===== config.mk =====
export PLATFORM = sky130hd
export DESIGN_NAME = ym3438_bus_if
export DESIGN_NICKNAME = d
export VERILOG_FILES = /design/src/rtl/ym3438_bus_if.sv
export SDC_FILE = /design/constraint.sdc
export NUM_CORES = 1
export LEC_CHECK = 0
export ABC_AREA = 1
export BUFFER_PORTS_ARGS = -buffer_cell sky130_fd_sc_hd__buf_2
export CAP_MARGIN = 20
export CORE_ASPECT_RATIO = 0.75
export CORE_MARGIN = 10
export CORE_UTILIZATION = 53
export DETAILED_ROUTE_END_ITERATION = 6
export PLACE_DENSITY = 0.78
export SLEW_MARGIN = 5
export SYNTH_ARGS = -nofsm -noshare
export SYNTH_HDL_FRONTEND = slang
export SYNTH_SLANG_ARGS = --single-unit

===== constraint.sdc =====
create_clock -name MCLK -period 1.4 [get_ports MCLK]
set_clock_uncertainty 0.15 [all_clocks]
set_input_delay 0.21 -clock MCLK [delete_from_list [all_inputs] [get_ports MCLK]]
set_output_delay 0.21 -clock MCLK [all_outputs]
set_load 0.05 [all_outputs]

===== src/rtl/ym3438_bus_if.sv =====
// CPU-side write/status interface for the FM core.
// CPU bus writes are edge-detected and parked in address/data holding
// registers. They are then replayed onto the c1 internal cycle grid as
// one-internal-cycle strobes with the matching byte and bank bit. The block
// also keeps the busy counter and returns the registered status byte on reads.
module ym3438_bus_if #(
    parameter int BUSY_CYCLES = 32
) (
    input  logic       MCLK,
    input  logic       rst,
    input  logic       c1,
    input  logic       c2,
    input  logic       cpu_cs,
    input  logic       cpu_wr,
    input  logic       cpu_rd,
    input  logic [1:0] cpu_a,
    input  logic [7:0] cpu_din,
    input  logic       timer_a_flag,
    input  logic       timer_b_flag,
    output logic [7:0] cpu_dout,
    output logic [7:0] data,
    output logic       bank,
    output logic       write_addr_en,
    output logic       write_data_en,
    output logic       busy
);

    typedef enum logic [1:0] {
        S_IDLE,
        S_ADDR,
        S_DATA
    } state_t;

    localparam logic [5:0] BUSY_LOAD = 6'(BUSY_CYCLES);

    state_t     state;
    state_t     state_nxt;
    logic       wr_prev;
    logic       wr_ev;
    logic       addr_pend;
    logic       data_pend;
    logic       bank_hold;
    logic [7:0] addr_hold;
    logic [7:0] data_hold;
    logic [5:0] busy_cnt;
    logic       issue_addr;
    logic       issue_data;
    logic       unused_c2;

    // The strobe window is defined by c1 alone; c2 always falls inside it.
    assign unused_c2 = c2;

    // A held strobe produces a single event on its first cycle only.
    assign wr_ev = cpu_cs & cpu_wr & ~wr_prev;

    // Issue decision, taken only on c1 edges. After an address issue, a
    // pending data byte goes next; otherwise address has priority over data.
    always_comb begin
        state_nxt  = state;
        issue_addr = 1'b0;
        issue_data = 1'b0;
        if (c1) begin
            state_nxt = S_IDLE;
            if (state != S_ADDR && addr_pend) begin
                state_nxt  = S_ADDR;
                issue_addr = 1'b1;
            end else if (data_pend) begin
                state_nxt  = S_DATA;
                issue_data = 1'b1;
            end
        end
    end

    // Issue state register; the strobes decode directly from it.
    always_ff @(posedge MCLK) begin
        if (rst) begin
            state <= S_IDLE;
        end else begin
            state <= state_nxt;
        end
    end

    // Capture CPU writes. A new event on the same edge as an issue re-arms
    // the pend flag, so the later write is never lost.
    always_ff @(posedge MCLK) begin
        if (rst) begin
            wr_prev   <= 1'b0;
            addr_pend <= 1'b0;
            data_pend <= 1'b0;
            addr_hold <= 8'h00;
            data_hold <= 8'h00;
            bank_hold <= 1'b0;
        end else begin
            wr_prev <= cpu_cs & cpu_wr;
            if (issue_addr) begin
                addr_pend <= 1'b0;
            end
            if (issue_data) begin
                data_pend <= 1'b0;
            end
            if (wr_ev) begin
                if (!cpu_a[0]) begin
                    addr_hold <= cpu_din;
                    bank_hold <= cpu_a[1];
                    addr_pend <= 1'b1;
                end else begin
                    data_hold <= cpu_din;
                    data_pend <= 1'b1;
                end
            end
        end
    end

    // Byte and bank presented to register control; held between issues.
    always_ff @(posedge MCLK) begin
        if (rst) begin
            data <= 8'h00;
            bank <= 1'b0;
        end else if (issue_addr) begin
            data <= addr_hold;
            bank <= bank_hold;
        end else if (issue_data) begin
            data <= data_hold;
        end
    end

    // Busy counter: reloaded on every data issue, counts c1 pulses down to 0.
    always_ff @(posedge MCLK) begin
        if (rst) begin
            busy_cnt <= 6'd0;
        end else if (issue_data) begin
            busy_cnt <= BUSY_LOAD;
        end else if (c1 && busy_cnt != 6'd0) begin
            busy_cnt <= busy_cnt - 6'd1;
        end
    end

    // Registered status byte; zero whenever no read is in progress.
    always_ff @(posedge MCLK) begin
        if (rst) begin
            cpu_dout <= 8'h00;
        end else if (cpu_cs && cpu_rd) begin
            cpu_dout <= {busy, 5'b00000, timer_b_flag, timer_a_flag};
        end else begin
            cpu_dout <= 8'h00;
        end
    end

    assign write_addr_en = (state == S_ADDR);
    assign write_data_en = (state == S_DATA);
    assign busy          = (busy_cnt != 6'd0) | data_pend;

endmodule


==> flow_summary.ini, run 1 <==
[timing]
finalCritPeriodShare = 1.12
timing.fmax_mhz = 640
setup_violations = 4
hold_viol_final = 0
setup-tns-final_ns = -0.339
slew_violations = 0
rsz0062_at_grt = yes
period_minus_slack_ns = 1.56
setup_ws_ns = -0.163

[detailed_routing]
vias = 1619
wl_mm = 4.30
antenna_left = 0
routedWlPerCell_um = 13.7
viasPerCell = 5.16
first_iter_violations = 124
route.detailed.drc = 0
first_pass_iters = 4

[synth]
synthMuxAreaShare = 0
syn_area_per_cell_um2 = 8.09
syn_inst = 222
synth_cell_types = 30
synth_compound_area_frac = 0.175
synth-adder-area-share = 0.0139
synth-seq-cells = 40
synth_xor_area_frac = 0.00487
syn-cell-area_um2 = 1800
synth_top_family_by_area = simple AND/OR/NAND/NOR gates
synth-simple-area-share = 0.244
ys_seq_area_frac = 0.446
yosysWarnings = 0

[global_routing]
gr-usage-met1 = 0.161
grt_busiest_layer = met2
overflow = 0
grt_usage = 0.135
antenna_found_initial = 0
grt_max_degree = 19
grt_use_met3 = 0.0521
grt_pass1_vias = 1567
grt.met2_usage = 0.214
grt_pass1_wl_mm = 6.83

[finish]
syn_to_final_growth_pct = 29.5
fin_nets = 294
fillers = 246
diodes = 0
drive_above_1_share = 0.401

[floorplan]
rows = 18
die_h_um = 70.4
initial_utilization = 0.550
dieWidth_um = 87.2
core_area_um2 = 3270
pin_count = 39
die-area_um2 = 6140

[critical_path]
startpoint_type = register
cp_common_cell = inv_2
r2r-start = busy_cnt[0]
crit_path_cell_trace = inv_2 -> ha_4 -> nand3_4 -> nor2_4 -> inv_2 -> buf_6
slowest_stage = dfxtp_2
cp.buffers_inverters = 3
cp.required_ns = 1.04
cp_top_family = flip-flops
crit_type = reg2out
reg2reg_depth = 8
crit_path_max_fanout = 2
max_stage_delay_ns = 0.34
endpoint_kind = output pin
worstPathArrival_ns = 1.20
r2r_end = busy_cnt[4]
r2r_setup_slack_ns = -0.15

[clock_network]
cts_tree = yes
clkLatencyLatePin_ns = 0.29
clockBufferDepth = 2
cts.clk_slew.worst_paths_ns = 0.08
cts_max_level = 2
cts_num_sinks = 40
cts_buffers = 5
root_buffer = clkbuf_8

[power_and_ir_drop]
finalPower_w = 0.00408
p_leak_nw = 1.02
p_per_area_nw_per_um2 = 1750
irDropWorstVdd_mv = 0.924

[hold_path]
hold_start = cpu_a[1]
hold_path_class = in2reg
hold_depth = 3
worstHoldEndpoint = bank_hold

[placed_design]
io_buffers = 32
dp_hpwl_mm = 2.87
gp_congestion = 0.779

[run]
cap_violations = 0

[run_status]
status = finished with violations
violations = setup timing
## state kept, by name, summed over array words and instances, names as in the netlist
| name | flops |
|---|---|
| addr_hold | 8 |
| addr_pend | 1 |
| bank | 1 |
| bank_hold | 1 |
| busy_cnt | 6 |
| cpu_dout | 3 |
| data | 8 |
| data_hold | 8 |
| data_pend | 1 |
| state | 2 |
| wr_prev | 1 |
## synth_stat cells (all sizes together)
cell	number	share of area
ha	2	0.014
dfxtp	40	0.45
nand4	1	0.0035
o21ai	28	0.095
clkbuf	3	0.0063
a21oi	26	0.077
nand3b	2	0.0084
o21a	1	0.0042
inv	24	0.054
xor2	1	0.0049
nor2	30	0.077
conb	1	0.0021
nand2	37	0.093
nor3	1	0.0028
or2	1	0.0035
buf	10	0.054
nand3	14	0.056
## how the worst max path moves through the flow
stage | endpoint | slack (ns) | depth (start not counted) | from
6_report | busy | -0.16 | 6 | busy_cnt[0]
5_1_grt | busy_cnt[4] | -0.22 | 8 | busy_cnt[0]
2_1_floorplan | busy | 0.008 | 5 | busy_cnt[0]
3_5_place_dp | busy | -0.001 | 6 | busy_cnt[1]
3_3_place_gp | busy | 0.01 | 6 | busy_cnt[0]
4_1_cts | busy | -0.17 | 6 | busy_cnt[0]
## tightest hold or removal path: stages
cell and delay [ns]:
buf_2 0.07, nor2_1 0.03, nor2_1 0.09
## kinds of logic (layout without fill, tap and decap cells)
kind of cell | after synthesis | in the layout
adders and majority gates | 2 | 2
xor gates and xnor gates | 1 | 1
other | 1 | 5
and+or+nand+nor | 86 | 87
buffers and inverters | 37 | 84
DFF | 40 | 40
AOI/OAI and AO/OA | 55 | 55
## routing by layer
| layer | routed length [um] | up-vias |
|---|---|---|
| met5 | 0 | - |
| met4 | 64 | 0 |
| met3 | 418 | 9 |
| met2 | 1930 | 66 |
| met1 | 1880 | 734 |
| li1 | - | 810 |
## placed cells by master, fill, tap and decap left out, types with 4 or more instances in the layout
cell      instances
dfxtp_1          36
nor2_1           16
nor2_2           11
buf_2            29
nand2_4           4
nand2_1          30
o21ai_1          13
conb_1            5
o21ai_2           9
inv_1            15
nand3_1          11
a21oi_1          23
o21ai_0           6
buf_4            16
clkbuf_8          7
inv_2             7
## power by group
part	total, W	internal (W)	switching (W)
logic	0.00168	0.000665	0.00102
registers	0.00139	0.00128	0.000109
clock network	0.00101	0.000629	0.000386
total	0.00408	0.00257	0.00151
## timing repair
action / 4_1_cts / 5_1_grt
hold endpoints to repair: 3 / 0
hold buffers: 3 / 0
gates cloned: 0 / 1
setup buffers: 2 / 3
setup endpoints to repair: 3 / 19
pin swaps: 3 / 9
resized for setup: 14 / 24
## metrics by stage
| step | cells | utilization | area, um^2 | setup slack [ns] | hold WS, ns |
|---|---|---|---|---|---|
| floorplan | 226 | - | 1810 | 0.00772 | 0.129 |
| global placement | 297 | 0.618 | 2020 | 0.0127 | 0.278 |
| detailed placement | 297 | 0.618 | 2020 | -0.00117 | 0.281 |
| CTS | 310 | 0.682 | 2230 | -0.172 | 0.00540 |
| global route | 314 | 0.713 | 2330 | -0.219 | 0.00816 |
| finish | 314 | 0.713 | 2330 | -0.163 | 0.00862 |
## final cells by class
| type | instances | area, um^2 | area share |
|---|---|---|---|
| multi-input combinational | 150 | 890 | 0.382 |
| clock inverter | 1 | 30.0 | 0.0129 |
| tap | 40 | 50.0 | 0.0215 |
| clock buffer | 7 | 96.3 | 0.0414 |
| inverter | 24 | 100 | 0.0430 |
| sequential | 40 | 808 | 0.347 |
| timing repair buffer | 52 | 353 | 0.152 |
No activity file was read; power rests on OpenSTA's default activity.
==> inputs of run 2 (changes only) <==
- ABC_AREA: 1 -> unset
- CORE_UTILIZATION: 53 -> 52
==> flow_summary.ini, run 2 <==
[run_status]
status = finished with violations
violations = setup timing

[placed_design]
dp_hpwl_mm = 2.86
io_buffers = 32
gp_congestion = 0.783
placedCellCount = 282
placed_cell_area_um2 = 2020

[finish]
fillers = 184
reg_top3 = addr_hold: 8 flops, data: 8 flops, data_hold: 8 flops
layoutNonFillerInstCount = 303
drive_above_1_share = 0.430
syn_to_final_growth_pct = 44.6
fin_nets = 285
stdcell_area_um2 = 2410
post-route-util = 0.804
final_common_cell = nand2_1
diodes = 0
regArea_um2 = 806
multi_input_area_um2 = 908
layout_common_cells = nand2_1, dfxtp_1, buf_2, buf_4, a21oi_1

[synth]
synth-async-reset-ratio = 0
syn_inst = 198
syn_area_per_cell_um2 = 8.42
synth-seq-cells = 40
synth_edf_count = 0
ys.flop_type = dfxtp_1
synthTopCellsByCount = nand2_1, dfxtp_1, a21oi_1
yosysWarnings = 0
yosys.area.top_type = dfxtp_1
synth.most_common_cell = nand2_1
synth_cell_types = 35
syn-cell-area_um2 = 1670
ys_seq_area_frac = 0.480
synth.area.top_cells = dfxtp_1, nand2_1, a21oi_1, a221oi_1, buf_4
yosysTopAreaCellShare = 0.480

[global_routing]
grt_usage = 0.151
antenna_found_initial = 0
overflow = 0
grt_pass1_vias = 1552
grt_pass1_wl_mm = 7.28
grt_max_degree = 17

[detailed_routing]
vias = 1627
first_pass_iters = 7
antenna_left = 0
first_iter_violations = 165
route.detailed.drc = 0
routedWlPerCell_um = 16.2
viasPerCell = 5.37
wl_mm = 4.90

[clock_network]
root_buffer = clkbuf_8
cts_tree = yes
cts_max_level = 2
clockBufferDepth = 2
cts_num_sinks = 40
cts.clk_slew.worst_paths_ns = 0.08
cts_buffers = 5
clkLatencyLatePin_ns = 0.30

[floorplan]
core_area_um2 = 3000
die_h_um = 69.0
rows = 17
initial_utilization = 0.556
dieWidth_um = 85.4
die-area_um2 = 5900
pin_count = 39

[timing]
finalCritPeriodShare = 1.17
setup_violations = 9
period_minus_slack_ns = 1.64
hold_slack_ns = 0.00395
setup_ws_ns = -0.242
timing.fmax_mhz = 609
slew_violations = 0
rsz0062_at_grt = yes
hold_viol_final = 0

[run]
cap_violations = 0

[critical_path]
crit_type = reg2out
startpoint_type = register
slowest_stage = dfxtp_2
crit_path_max_fanout = 2
max_stage_delay_ns = 0.33
crit_path_cell_trace = inv_2 -> ha_4 -> nor2b_4 -> nand3b_1 -> buf_6
cp.required_ns = 1.04
r2r_setup_slack_ns = -0.19
worstPathArrival_ns = 1.28
r2r-start = busy_cnt[0]
r2r_end = busy_cnt[4]
reg2reg_depth = 8
endpoint_kind = output pin

[power_and_ir_drop]
p_per_area_nw_per_um2 = 1670
p_leak_nw = 1.02
irDropWorstVdd_mv = 1.54
finalPower_w = 0.00403

[hold_path]
worstHoldEndpoint = data_hold[2]
hold_depth = 3
hold_start = cpu_din[2]
hold_path_class = in2reg
## run 2: cell types whose count changed in the layout (fill, tap and decap cells not counted), sizes merged, moves of 3 or more
cell,delta
a211oi,+3
and4b,+3
buf,+18
nor2b,+3
nand3,-13
o21ai,-28
nor2,-21
inv,-14
nand2,+13
a21oi,+5
a221oi,+7
## run 2: power by group
part           switching, W  leakage (nW)  internal, W
Clock              0.000414        0.0552     0.000529
Sequential        0.0000986         0.327      0.00125
Combinational      0.000891         0.634     0.000847
## run 2: per-stage QoR
stage          worst slack (ns)  setup TNS [ns]
2_1_floorplan            -0.317          -0.407
3_3_place_gp            -0.0305          -0.188
3_5_place_dp            -0.0721          -0.374
4_1_cts                  -0.220          -0.815
5_1_grt                  -0.292           -1.53
6_report                 -0.242          -0.964
## run 2: worst max path at each step
stage | start | end | slack (ns) | cells past startpoint
after global routing | busy_cnt[1] | busy | -0.29 | 5
after global placement | state[1] | data[5] | -0.03 | 5
after floorplan | busy_cnt[1] | cpu_dout[7] | -0.32 | 5
after detailed placement | busy_cnt[1] | busy_cnt[1] | -0.07 | 7
after CTS | busy_cnt[1] | busy | -0.22 | 5
final | busy_cnt[1] | busy | -0.24 | 5
## run 2: layout make-up
| class | instances | share of cell area |
|---|---|---|
| Multi-Input combinational cell | 138 | 0.377 |
| Clock inverter | 2 | 0.0145 |
| Inverter | 10 | 0.0166 |
| Sequential cell | 40 | 0.334 |
| Tap cell | 38 | 0.0197 |
| Clock buffer | 6 | 0.0301 |
| Timing Repair Buffer | 69 | 0.208 |
## run 2: kinds of logic (layout without fill, tap and decap cells)
| family | count (synthesis) | in the layout | share of synthesized area |
|---|---|---|---|
| AND/OR/NAND/NOR | 81 | 81 | 0.233 |
| AO/OA/AOI/OAI | 46 | 46 | 0.173 |
| flip-flops | 40 | 40 | 0.480 |
| buffers and inverters | 24 | 87 | 0.0735 |
| adder cells (fa/ha/maj) | 2 | 2 | 0.0150 |
| XOR/XNOR | 2 | 2 | 0.0105 |
| multiplexers | 2 | 2 | 0.0120 |
| other | 1 | 5 | 0.00225 |
## run 2: metal layers
layer,GRT usage,part of all wire,up-vias
met5,0,0,-
met4,0.0598,0.0084,0
met3,0.0820,0.10,5
met2,0.219,0.44,74
met1,0.181,0.45,754
li1,-,-,794
## run 2: worst max-delay path, delay by kind of cell (launching register included)
family	cells	cell delay (ns)
fa+ha+maj	1	0.13
buf+inv	2	0.27
flops	1	0.33
simple gates	2	0.26
## run 2: what timing repair did
action | 4_1_cts | 5_1_grt
setup buffers | 7 | 6
hold buffers | 0 | 1
setup endpoints to repair | 14 | 18
resized for setup | 23 | 26
gates cloned | 0 | 1
pin swaps | 1 | 12
hold endpoints to repair | 0 | 1
==> inputs of run 3 (changes only) <==
==> constraint.sdc (replaced) <==
create_clock -name MCLK -period 1.4 [get_ports MCLK]
set_clock_uncertainty 0.15 [all_clocks]
set_input_delay 0 -clock MCLK [delete_from_list [all_inputs] [get_ports MCLK]]
set_output_delay 0 -clock MCLK [all_outputs]
set_load 0.05 [all_outputs]
==> flow_summary.ini, run 3 (synthesis gave the netlist of run 2 again) <==
[run_status]
status = finished with violations
violations = hold timing, setup timing

[placed_design]
pre_cts_ws_ns = -0.0245
placedCellCount = 279
io_buffers = 32
dp_hpwl_mm = 2.85
gp_congestion = 0.787

[hold_path]
hold_start = c1
hold_depth = 4
worstHoldEndpoint = busy_cnt[2]
hold_path_class = in2reg

[finish]
final_common_cell = nand2_1
diodes = 0
layout_common_cells = nand2_1, dfxtp_1, buf_2, a21oi_1, buf_4
layoutNonFillerInstCount = 315
drive_above_1_share = 0.372
syn_to_final_growth_pct = 48.0
reg_top3 = addr_hold: 8 flops, data: 8 flops, data_hold: 8 flops
fin_nets = 297

[power_and_ir_drop]
p_clk_frac = 0.201
switchingPower_w = 0.00132
combinationalPowerShare = 0.445
p_leak_nw = 1.06
p_per_area_nw_per_um2 = 1560
netSwitchingFraction = 0.344
power.sequential.fraction = 0.354
intPower_w = 0.00252
irDropWorstVdd_mv = 1.10

[timing]
finalCritPeriodShare = 1.09
hold_slack_ns = -0.0134
rsz0062_at_grt = yes
period_minus_slack_ns = 1.53
hold_viol_final = 1
setup_violations = 8
setup-tns-final_ns = -0.562
timing.fmax_mhz = 653
slew_violations = 0
setup_ws_ns = -0.132

[floorplan]
rows = 17
initial_utilization = 0.556
core_area_um2 = 3000
dieWidth_um = 85.4
die-area_um2 = 5900
pin_count = 39
die_h_um = 69.0

[critical_path]
slowest_stage = or4b_4
crit_type = reg2reg
endpoint_kind = register
cp.buffers_inverters = 1
worstPathArrival_ns = 1.56
crit_path_cell_trace = buf_4 -> or4b_4 -> a21oi_2 -> xnor2_1 -> nor2_1
r2r_end = busy_cnt[3]
reg2reg_depth = 5
cp_top_family = simple AND/OR/NAND/NOR gates
r2r-start = busy_cnt[1]
max_stage_delay_ns = 0.51
crit_path_max_fanout = 2
startpoint_type = register
cp.required_ns = 1.43
r2r_setup_slack_ns = -0.13

[global_routing]
antenna_found_initial = 0
grt_pass1_vias = 1557
grt_max_degree = 24
overflow = 0
grt_usage = 0.143
grt_pass1_wl_mm = 7.14

[clock_network]
cts_buffers = 5
root_buffer = clkbuf_8
cts.clk_slew.worst_paths_ns = 0.07
cts_max_level = 2
cts_tree = yes
cts_num_sinks = 40
clkLatencyLatePin_ns = 0.29
clockBufferDepth = 2

[detailed_routing]
first_iter_violations = 166
vias = 1639
first_pass_iters = 4
routedWlPerCell_um = 15.1
antenna_left = 0
viasPerCell = 5.20
wl_mm = 4.74
route.detailed.drc = 0

[run]
cap_violations = 0
==> run 3: cell count changes in the layout (fill, tap and decap cells not counted), sizes merged <==
cell,before,now
buf,67,65
bufinv,1,0
clkbuf,7,8
clkinv,1,0
dlygate4sd3,1,15
dlymetal6s4s,0,1
==> run 3: timing repair <==
item,CTS,global route
endpoints found under the setup margin,6,24
hold buffers,16,0
setup buffers,6,6
pin swaps,5,11
gates resized for setup,11,21
gates cloned,0,0
endpoints found under the hold margin,27,0
==> run 3: power by group through the flow <==
stage               logic [W]  clock network [W]  registers, W
floorplan            0.000728                  0       0.00142
global placement      0.00113                  0       0.00136
detailed placement    0.00115                  0       0.00136
CTS                   0.00148           0.000789       0.00134
global route          0.00183           0.000855       0.00138
finish                0.00171           0.000773       0.00136
==> run 3: worst reg2reg max path: cells and delay by family, from the launching register on <==
| family | cells | cell delay [ns] |
|---|---|---|
| buf+inv | 1 | 0.14 |
| xor+xnor | 1 | 0.12 |
| flops | 1 | 0.33 |
| compound gates | 1 | 0.13 |
| simple gates | 2 | 0.56 |
==> run 3: routing by layer <==
metal	share of wire	vias to the layer above	track usage
met5	0	-	0
met4	0.018	0	0.0725
met3	0.086	10	0.0550
met2	0.45	75	0.211
met1	0.45	737	0.175
li1	-	817	-
==> run 3: how the worst max path moves through the flow <==
stage	start	endpoint	slack, ns	depth (start not counted)
2_1_floorplan	busy_cnt[1]	cpu_dout[7]	-0.32	5
3_3_place_gp	busy_cnt[0]	busy_cnt[3]	0.001	4
3_5_place_dp	busy_cnt[1]	busy_cnt[1]	-0.02	7
4_1_cts	busy_cnt[0]	busy	-0.12	6
5_1_grt	busy_cnt[0]	busy	-0.21	6
6_report	busy_cnt[1]	busy_cnt[3]	-0.13	5
==> run 3: layout make-up <==
type | instances | area, um^2
Clock buffer | 8 | 90.1
Fill cell | 176 | 531
Inverter | 10 | 37.5
Multi-Input combinational cell | 138 | 892
Sequential cell | 40 | 806
Tap cell | 38 | 47.5
Timing Repair Buffer | 81 | 596
==> run 3: metrics by stage <==
| step | power [W] | cell area [um^2] | util | hold WS, ns |
|---|---|---|---|---|
| floorplan | 0.00215 | 1710 | - | -0.0140 |
| global placement | 0.00249 | 1990 | 0.662 | 0.0919 |
| detailed placement | 0.00252 | 1990 | 0.662 | 0.0982 |
| CTS | 0.00361 | 2330 | 0.777 | 0.0186 |
| global route | 0.00406 | 2470 | 0.823 | 0.0365 |
| finish | 0.00384 | 2470 | 0.823 | -0.0134 |
